### src/rtl/pipelined_datapath.sv
`default_nettype none
// ============================================================================
// Module      : pipelined_datapath
// Description : Two-stage register file + ALU with valid/ready issue and
//               result handshakes, registered y/z/c and writeback bypass.
//               Optional build macro: DP_SATURATE_EN (saturating ADD/SUB).
// Revision    : 1.0 - initial release
// ============================================================================
module pipelined_datapath #(
    parameter int WIDTH = 8,
    parameter int NREGS = 4,
    localparam int AW   = $clog2(NREGS)
) (
    input  logic             clk,
    input  logic             rst_n,
    input  logic             in_valid,
    output logic             in_ready,
    input  logic             we,
    input  logic [AW-1:0]    ra1,
    input  logic [AW-1:0]    ra2,
    input  logic [AW-1:0]    wa,
    input  logic [2:0]       opcode,
    output logic             out_valid,
    input  logic             out_ready,
    output logic [WIDTH-1:0] y,
    output logic             z,
    output logic             c
);

    localparam logic [2:0] c_op_add  = 3'b000;
    localparam logic [2:0] c_op_sub  = 3'b001;
    localparam logic [2:0] c_op_and  = 3'b010;
    localparam logic [2:0] c_op_or   = 3'b011;
    localparam logic [2:0] c_op_xor  = 3'b100;
    localparam logic [2:0] c_op_shl  = 3'b101;
    localparam logic [2:0] c_op_shr  = 3'b110;
    localparam logic [2:0] c_op_pass = 3'b111;

    logic [WIDTH-1:0] r_rf [NREGS];
    logic [WIDTH-1:0] r_y;
    logic             r_z;
    logic             r_c;
    logic             r_out_valid;
    logic             r_we;
    logic [AW-1:0]    r_wa;

    logic             w_issue;
    logic             w_retire;
    logic             w_wb;
    logic [WIDTH-1:0] w_a;
    logic [WIDTH-1:0] w_b;
    logic [WIDTH:0]   w_sum;
    logic [WIDTH:0]   w_dif;
    logic [WIDTH-1:0] w_res;
    logic             w_cy;
    logic             w_zero;

    assign in_ready = !r_out_valid || out_ready;
    assign w_issue  = in_valid && in_ready;
    assign w_retire = r_out_valid && out_ready;
    assign w_wb     = w_retire && r_we;

    // The retiring result is written at the same edge the new op samples its
    // operands, so forward it instead of the stale register contents.
    assign w_a = (w_wb && (r_wa == ra1)) ? r_y : r_rf[ra1];
    assign w_b = (w_wb && (r_wa == ra2)) ? r_y : r_rf[ra2];

    assign w_sum = {1'b0, w_a} + {1'b0, w_b};
    assign w_dif = {1'b0, w_a} - {1'b0, w_b};

    always_comb begin
        w_res = '0;
        w_cy  = 1'b0;
        case (opcode)
            c_op_add: begin
                w_res = w_sum[WIDTH-1:0];
                w_cy  = w_sum[WIDTH];
`ifdef DP_SATURATE_EN
                if (w_sum[WIDTH]) w_res = '1;
`endif
            end
            c_op_sub: begin
                w_res = w_dif[WIDTH-1:0];
                w_cy  = w_dif[WIDTH];
`ifdef DP_SATURATE_EN
                if (w_dif[WIDTH]) w_res = '0;
`endif
            end
            c_op_and:  w_res = w_a & w_b;
            c_op_or:   w_res = w_a | w_b;
            c_op_xor:  w_res = w_a ^ w_b;
            c_op_shl: begin
                w_res = {w_a[WIDTH-2:0], 1'b0};
                w_cy  = w_a[WIDTH-1];
            end
            c_op_shr: begin
                w_res = {1'b0, w_a[WIDTH-1:1]};
                w_cy  = w_a[0];
            end
            c_op_pass: w_res = w_a;
            default:   w_res = '0;
        endcase
    end

    assign w_zero = (w_res == '0);

    always_ff @(posedge clk or negedge rst_n) begin
        if (!rst_n) begin
            for (int i = 0; i < NREGS; i++) r_rf[i] <= '0;
            r_y         <= '0;
            r_z         <= 1'b0;
            r_c         <= 1'b0;
            r_out_valid <= 1'b0;
            r_we        <= 1'b0;
            r_wa        <= '0;
        end else begin
            if (w_wb) r_rf[r_wa] <= r_y;
            if (w_issue) begin
                r_y         <= w_res;
                r_z         <= w_zero;
                r_c         <= w_cy;
                r_we        <= we;
                r_wa        <= wa;
                r_out_valid <= 1'b1;
            end else if (w_retire) begin
                r_out_valid <= 1'b0;
                r_we        <= 1'b0;
            end
        end
    end

    assign out_valid = r_out_valid;
    assign y         = r_y;
    assign z         = r_z;
    assign c         = r_c;

endmodule
`default_nettype wire

### config.mk
export PLATFORM = sky130hd
export DESIGN_NAME = pipelined_datapath
export DESIGN_NICKNAME = d
export VERILOG_FILES = /design/src/rtl/pipelined_datapath.sv
export SDC_FILE = /design/constraint.sdc
export NUM_CORES = 1
export LEC_CHECK = 0
export CORE_MARGIN = 1.5
export CORE_UTILIZATION = 65
export CTS_CLUSTER_DIAMETER = 30
export DETAILED_ROUTE_END_ITERATION = 10
export PLACE_DENSITY = 0.85
export REMOVE_ABC_BUFFERS = 1
export SETUP_SLACK_MARGIN = 0.4
export SLEW_MARGIN = 10
export SYNTH_ARGS = -nofsm -noshare
export SYNTH_HDL_FRONTEND = slang
export SYNTH_SLANG_ARGS = --single-unit
### constraint.sdc
create_clock -name clk -period 6.2 [get_ports clk]
set_clock_uncertainty 0.1 [all_clocks]
set_input_delay 1.24 -clock clk [delete_from_list [all_inputs] [get_ports clk]]
set_output_delay 1.24 -clock clk [all_outputs]
set_load 0.01 [all_outputs]
# Word level (Yosys, flattened, before mapping)
# Cells that the tools add are included.
# classes
n_addsub	2
n_mul	0
div_mod_pow	0
n_lt_le_gt_ge	4
n_eq_ne	9
shift	0
muxes	16
bitwise	6
reduce_logical	11
# op_table
op	count
8-bit one-hot mux with 8 select lines	1
8-bit 2-to-1 mux	7
8-bit binary-select mux with 2-bit select	2
32-bit bitwise mux	1
8-bit demux with 2-bit select	1
3-bit equality test (second input constant)	4
8-bit by 8-bit adder with 9-bit output	1
3-bit >= comparator (second input constant)	3
2-bit inverter with 3-bit output	3
8-bit by 8-bit subtractor with 9-bit output	1
8-bit AND	1
8-bit logical NOT	1
8-bit bitwise OR	1
8-bit bitwise XOR	1
3-bit by 2-bit equality test with 1-bit output (second input constant)	2
1-bit logical AND	6
2-bit equality test	2
1-bit one-hot mux with 4 select lines	1
3-bit by 1-bit equality test with 1-bit output (second input constant)	1
3-bit logical NOT	1
3-bit by 1-bit < comparator with 1-bit output (second input constant)	1
1-bit 2-to-1 mux	3
2-bit nonzero test	1
1-bit logical NOT	1
1-bit logical OR	1
# totals
regBits	46
latchBits	0
mem_bits_rw	0
romBits	0
out_inout_bits	12
mem_count	0

# Depth between registers and ports, before layout
# logic_depth
depth_word	8
mapped_depth	15

# Least setup slack after synthesis
# Ideal clock, no wire load.
# synth_timing
path_kind	input -> register
startpoint	in ra2[0]
endpoint	reg r_y[7] (netlist: y[7])
arrival_time_ps	4346
t_required_ps	5975
path_slack_ps	1629
cell_stages	12
path_buffers	2
path_cell_list	clkbuf_1 > xor2_1 > nor3_2 > mux2_2 > ha_1 > clkbuf_1 > nand2b_1 > o311ai_0 > a211oi_1 > xor2_1 > a221o_1 > mux2_2
# synth_via
elab_chain_len	7
elab_cells_between_ends	13
classes_between	2 x add/sub; 1 x eq/ne; 5 x mux; 4 x bitwise; 1 x reduce/logical
# synth_lines
item	line_no	rtl
start: declaration	20	input logic [AW-1:0] ra2,
2-bit inverter with 3-bit output (not written as such)	66	assign w_b = (w_wb && (r_wa == ra2)) ? r_y : r_rf[ra2];
8-bit binary-select mux with 2-bit select	66	
8-bit 2-to-1 mux (not written as such) (2 in a row)	66	
8-bit 2-to-1 mux (*)	66	
8-bit by 8-bit subtractor with 9-bit output, or another cell as far along	69	assign w_dif = {1'b0, w_a} - {1'b0, w_b};
8-bit one-hot mux with 8 select lines (*)	74	case (opcode)
end signal: assignment	119	r_y <= w_res;
end: declaration	40	logic [WIDTH-1:0] r_y;
# Every way passes the cells marked *; elsewhere a longest branch is shown, timed or not. The select of a mux whose other input is x is not followed.
# A chain may end at the register's enable or synchronous reset.

# Final worst setup path
# layout_timing
startpoint	in ra1[0]
endpoint	reg r_z (netlist: z)
# layout_via
elab_chain_len	8
elab_cells_between_ends	14
classes_between	2 x add/sub; 1 x eq/ne; 5 x mux; 4 x bitwise; 2 x reduce/logical
# layout_lines
item	line_no	rtl
start: declaration	19	input logic [AW-1:0] ra1,
2-bit inverter with 3-bit output (not written as such)	65	assign w_a = (w_wb && (r_wa == ra1)) ? r_y : r_rf[ra1];
8-bit binary-select mux with 2-bit select	65	
8-bit 2-to-1 mux (not written as such) (2 in a row)	65	
8-bit 2-to-1 mux (*)	65	
8-bit by 8-bit subtractor with 9-bit output, or another cell as far along	69	
8-bit one-hot mux with 8 select lines (*)	74	
8-bit logical NOT (*)	105	assign w_zero = (w_res == '0);
end signal: assignment	120	r_z <= w_zero;
end: declaration	41	logic r_z;
# Marked as above.

==> metrics.txt <==
multiplexer share of the synthesized area 0.232; post-synthesis sequential area ratio 0.305; total power per unit cell area between 400 and 500 mW/mm²; number of synthesized flops with an enable pin 0; R2R depth 11; compound-cell area share of the yosys netlist 0.169; dpl cells 460; nets 435; total CTS buffers 5; post-CTS setup buffer count 0; clk_lat worst skew 0.30 ns; layout cell share with drive strength beyond 1 0.187; Hold EP z; post-synthesis xor/xnor area fraction 0.0278; CTS resizes 0; Post-DP Area 0.00405 mm²; Gate Count Post-Synth 380; die area 0.00628 mm²; Synth Flop Type dfrtp_1; hold path startpoint z; Clock transition at path regs roughly 0.08 ns; RSZ-0062 raised after global routing no; largest family of logic cells by synthesized area multiplexers; non-filler cells, final 468; Routed WL per cell roughly 20 µm; routed via count approximately 3200; setup TNS 0 ns; initial antenna violation count 0; commonest non-fill, non-tap cell in the layout dfrtp_1; post-synthesis register bit count 46; CTS Hold Bufs 0; WL final 9.37 mm; area delta synth->final 10.1%; most frequent cells in the layout 46 x dfrtp_1, 37 x mux2_2, 30 x inv_1; Critical Path RT 6.30 ns; WHS Path Cells 2; # Max-Cap Violations 0; CTS Root Cell clkbuf_8; Worst IR Drop VDD 0.000295 V; CP startpoint kind primary input; num ports 26; CTS tree done; fillers about 390; fin crit share 0.890; synthesized area per cell 9.94 µm²; final setup violation count 0; fin area 0.00416 mm²; clk sinks 46; Data arrival, critical path 5.62 ns; post-DR vias/cell between 6 and 7; Core Region 0.00554 mm²; fmax 0.181 GHz; std cell rows 27; gpl congestion 0.955; grt ovf 0; Worst Hold Class reg -> reg; Post-Synth Simple-Gate Area 0.116; synth warn 0; adder-cell share of the synthesized area 0.0901; GRT Util Overall 0.319; Port-buffer cells 25; Remaining DRCs 0; Hold Vio Cnt, Final 0; Max Transition Viols Final 0; initial DRC count 375; crit path time final ~5.5 ns; Crit. End Element register; CTS H-Tree Depth 2; largest net degree at the start of global routing 47; n_diodes 0; Pleak 1.79 nW; first-pass GRT wire length 15.4 mm; vias in the first global route 2976; Starting Density 0.682; cell area after synthesis 0.00378 mm²; FFs w/ async S/R, synth 1.00; Reg2Reg Setup Slack 1.78 ns; TritonRoute pass-1 iters 6; die height 79.2 µm; worst-path maximum fanout 9; Clock Path Buffers 2; Slew HR 0.322; Synth cell types 60; outcome finished, final reports clean; Reg-to-Reg Start out_valid; die width 79.2 µm; hpwl dp between 6 and 7 mm; DRT antenna net count 0; worst flop-to-flop path endpoint z; CP Class in -> reg; worst-margin pin slew 1.02 ns
per-stage QoR:
| stage | power [mW] | util | setup WS [ns] | hold WS, ns |
|---|---|---|---|---|
| finish | 1.86 | 0.750 | 0.680 | 0.412 |
| floorplan | 1.30 | - | 1.80 | 0.361 |
| global placement | 1.56 | 0.731 | 0.584 | 0.377 |
| CTS | 1.84 | 0.750 | 0.733 | 0.410 |
| detailed placement | 1.61 | 0.731 | 0.422 | 0.392 |
| global route | 1.99 | 0.750 | 0.488 | 0.446 |
logic make-up after synthesis:
logic type / Yosys count
adders and majority gates: 26
xor gates and xnor gates: 9
AOI/OAI and AO/OA: 93
DFF: 46
buffers and inverters: 54
and+or+nand+nor: 91
muxes: 61
state kept, by name, summed over array words and instances, names as in the netlist:
signal and cells:
c 1, out_valid 1, r_rf 32, r_wa 2
r_we 1, y 8, z 1
per-layer routing:
metal  global-route usage  routed length, µm  up-vias
li1                     -                  -     1420
met1                0.439               3980     1585
met2                0.533               4730      131
met3               0.0391                517       17
met4               0.0877                144        0
met5                    0                  0        -
layout make-up:
type	count	area, µm²	share of cell area
Sequential cell	46	1150	0.277
Clock inverter	2	37.5	0.00903
Clock buffer	6	72.6	0.0175
Timing Repair Buffer	30	283	0.0680
Tap cell	72	90.1	0.0217
Multi-Input combinational cell	280	2400	0.577
Inverter	32	125	0.0301
cell usage after synthesis (4+ instances only):
cell type	number	area share
a31oi_1	4	0.0066
mux2i_1	7	0.019
o21ai_0	23	0.030
o21bai_1	4	0.0080
mux2_2	37	0.11
nor3_1	8	0.011
nor2_1	21	0.021
xnor2_1	4	0.0093
nand2b_1	9	0.015
inv_1	30	0.030
ha_1	24	0.080
dfrtp_1	46	0.30
mux4_1	4	0.028
clkbuf_1	16	0.016
mux4_2	12	0.072
o31ai_1	4	0.0080
nor4_1	5	0.0083
nand2_1	29	0.029
a21oi_1	18	0.024
nand3_1	6	0.0080
o31a_1	4	0.0093
critical path, cell delays in order:
cell	delay, ns
clkdlybuf4s50_1	0.92
xor2_4	0.22
nor3_2	0.51
mux2i_1	0.55
inv_1	0.10
ha_1	0.27
inv_1	0.08
fa_1	0.19
nor2b_1	0.05
o21a_1	0.21
a2bb2oi_1	0.14
o32a_1	0.37
nor4_1	0.27
nand4_1	0.20
o41ai_2	0.27
worst max path at each step:
stage | slack, ns | endpoint | start | depth (start not counted)
floorplan | 1.80 | z | out_ready | 11
global route | 0.49 | z | ra1[0] | 15
detailed placement | 0.42 | z | ra1[0] | 15
CTS | 0.73 | z | ra1[0] | 15
global placement | 0.58 | z | ra1[0] | 15
finish | 0.68 | z | ra1[0] | 15
power by group:
group / switching [mW] / internal, mW
sequential: 0.129 / 0.421
combinational: 0.572 / 0.519
clock: 0.102 / 0.120
(Power assumes the default switching activity.)
==> patch (same settings) <==
`NREGS`: 4 -> 8.
--- a/src/rtl/pipelined_datapath.sv
+++ b/src/rtl/pipelined_datapath.sv
@@ -9,5 +9,5 @@
 module pipelined_datapath #(
     parameter int WIDTH = 8,
-    parameter int NREGS = 4,
+    parameter int NREGS = 8,
     localparam int AW   = $clog2(NREGS)
 ) (
Interface: changed (resized ra1, ra2 and wa); port bits go from 26 to 29. The function was not compared with the original's and may differ.
==> patch against the original RTL <==
  * Critical path depth decreased by 1
  * Combinational power down 28%
  * Total power rose by 4.2%
  * Maximum frequency grew 3.3%
  * Final area grew 45%
  * Synthesized cell count increased by 32%
  * Clock power rose by 68%
  * Sequential cell count rose by 33
  * Non-clock buffer count grew 10
  * Area after synthesis rose by 46%
  * Core utilization fell by 1.4 points
  * Setup slack gained 180 ps
  * Routed wire length increased by 51%
  * Critical endpoint unchanged
==> patch: results (changes against the original RTL) <==
Lkg Pwr = 2.73 nW (+52%)
GR Layer Usage met2 = 0.543 (+0.00981)
drt wl/cell = 22.6 um (+13%)
First DRT Iteration DRCs = 368 (-1.9%)
Post-synth top cells = 79 x dfrtp_1, 61 x mux2_2, 46 x nand2_1
depth of the worst register-to-register path = 14 (+3)
vias in the first global route = 4207 (+41%)
library cells used by synthesis = 66 (+10%)
Metal-1 WL = 5730 um (+44%)
crit path DAT = 5510 ps (-110 ps)
Synth Area in Adders = 0.0615 (-0.0286)
DR WL met2 = 6860 um (+45%)
Mapped Cells = 503 (+32%)
Vias = 4274 (+36%)
routed wl met3 = 1010 um (+94%)
sequential-to-total area share from yosys stat = 0.357 (+0.0526)
Post-Layout Cell Count = 627 (+34%)
outcome = complete, no violations
Largest register FFs = 64 (+100%)
global-route met1 utilization = 0.441 (+0.00177)
Max IR drop VDD = 0.227 mV (-23%)
CP Max Fanout = 8 (-1)
Synth Area in XOR/XNOR = 0.0206 (-0.00724)
RePlAce Congestion = 0.872 (-8.7%)
Global Route met3 Usage = 0.0718 (+0.0327)
Hold Slack = 397 ps (-14.3 ps)
pre-CTS setup slack = 591 ps (+169 ps)
HP Start = c
CP delay by family, top = compound AO/OA/AOI/OAI gates
worst skew pair latency = 350 ps (+50 ps)
Slew @ Worst Pin = 1110 ps (+93.4 ps)
post-placement cell area = 5860 sq um (+45%)
fin nets = 561 (+29%)
Synth Area in Compound Gates = 0.121 (-0.0483)
Synth top area share = 0.357 (+0.0526)
FF-to-FF setup slack = 1860 ps (+80 ps)
patch: cell count changes after synthesis, moves of 9 or more:
cell / delta
clkbuf_1: +9
dfrtp_1: +33
mux2_2: +24
mux2i_1: +11
mux4_2: +19
nand2_1: +17
patch: logic make-up (layout without fill, tap and decap cells):
group,count (synthesis),in the layout
xor+xnor,13,13
buf+inv,64,83
fa+ha+maj,26,26
flops,79,79
simple gates,106,106
mux,114,114
compound gates,101,101
patch: final cells by class:
| type | instances | area, sq um |
|---|---|---|
| clock buffers | 9 | 124 |
| clock inverters | 6 | 62.6 |
| fillers | 542 | 2170 |
| inverters | 28 | 105 |
| multi-input cells | 360 | 3280 |
| flip-flops and latches | 79 | 1980 |
| well taps | 105 | 131 |
| repair buffers | 40 | 368 |
patch: power by group:
part           switching, mW  leakage (nW)  internal, mW
Combinational          0.393          1.57         0.396
Sequential             0.151          1.06         0.628
Clock                  0.190        0.0988         0.183
Total                  0.734          2.73          1.21
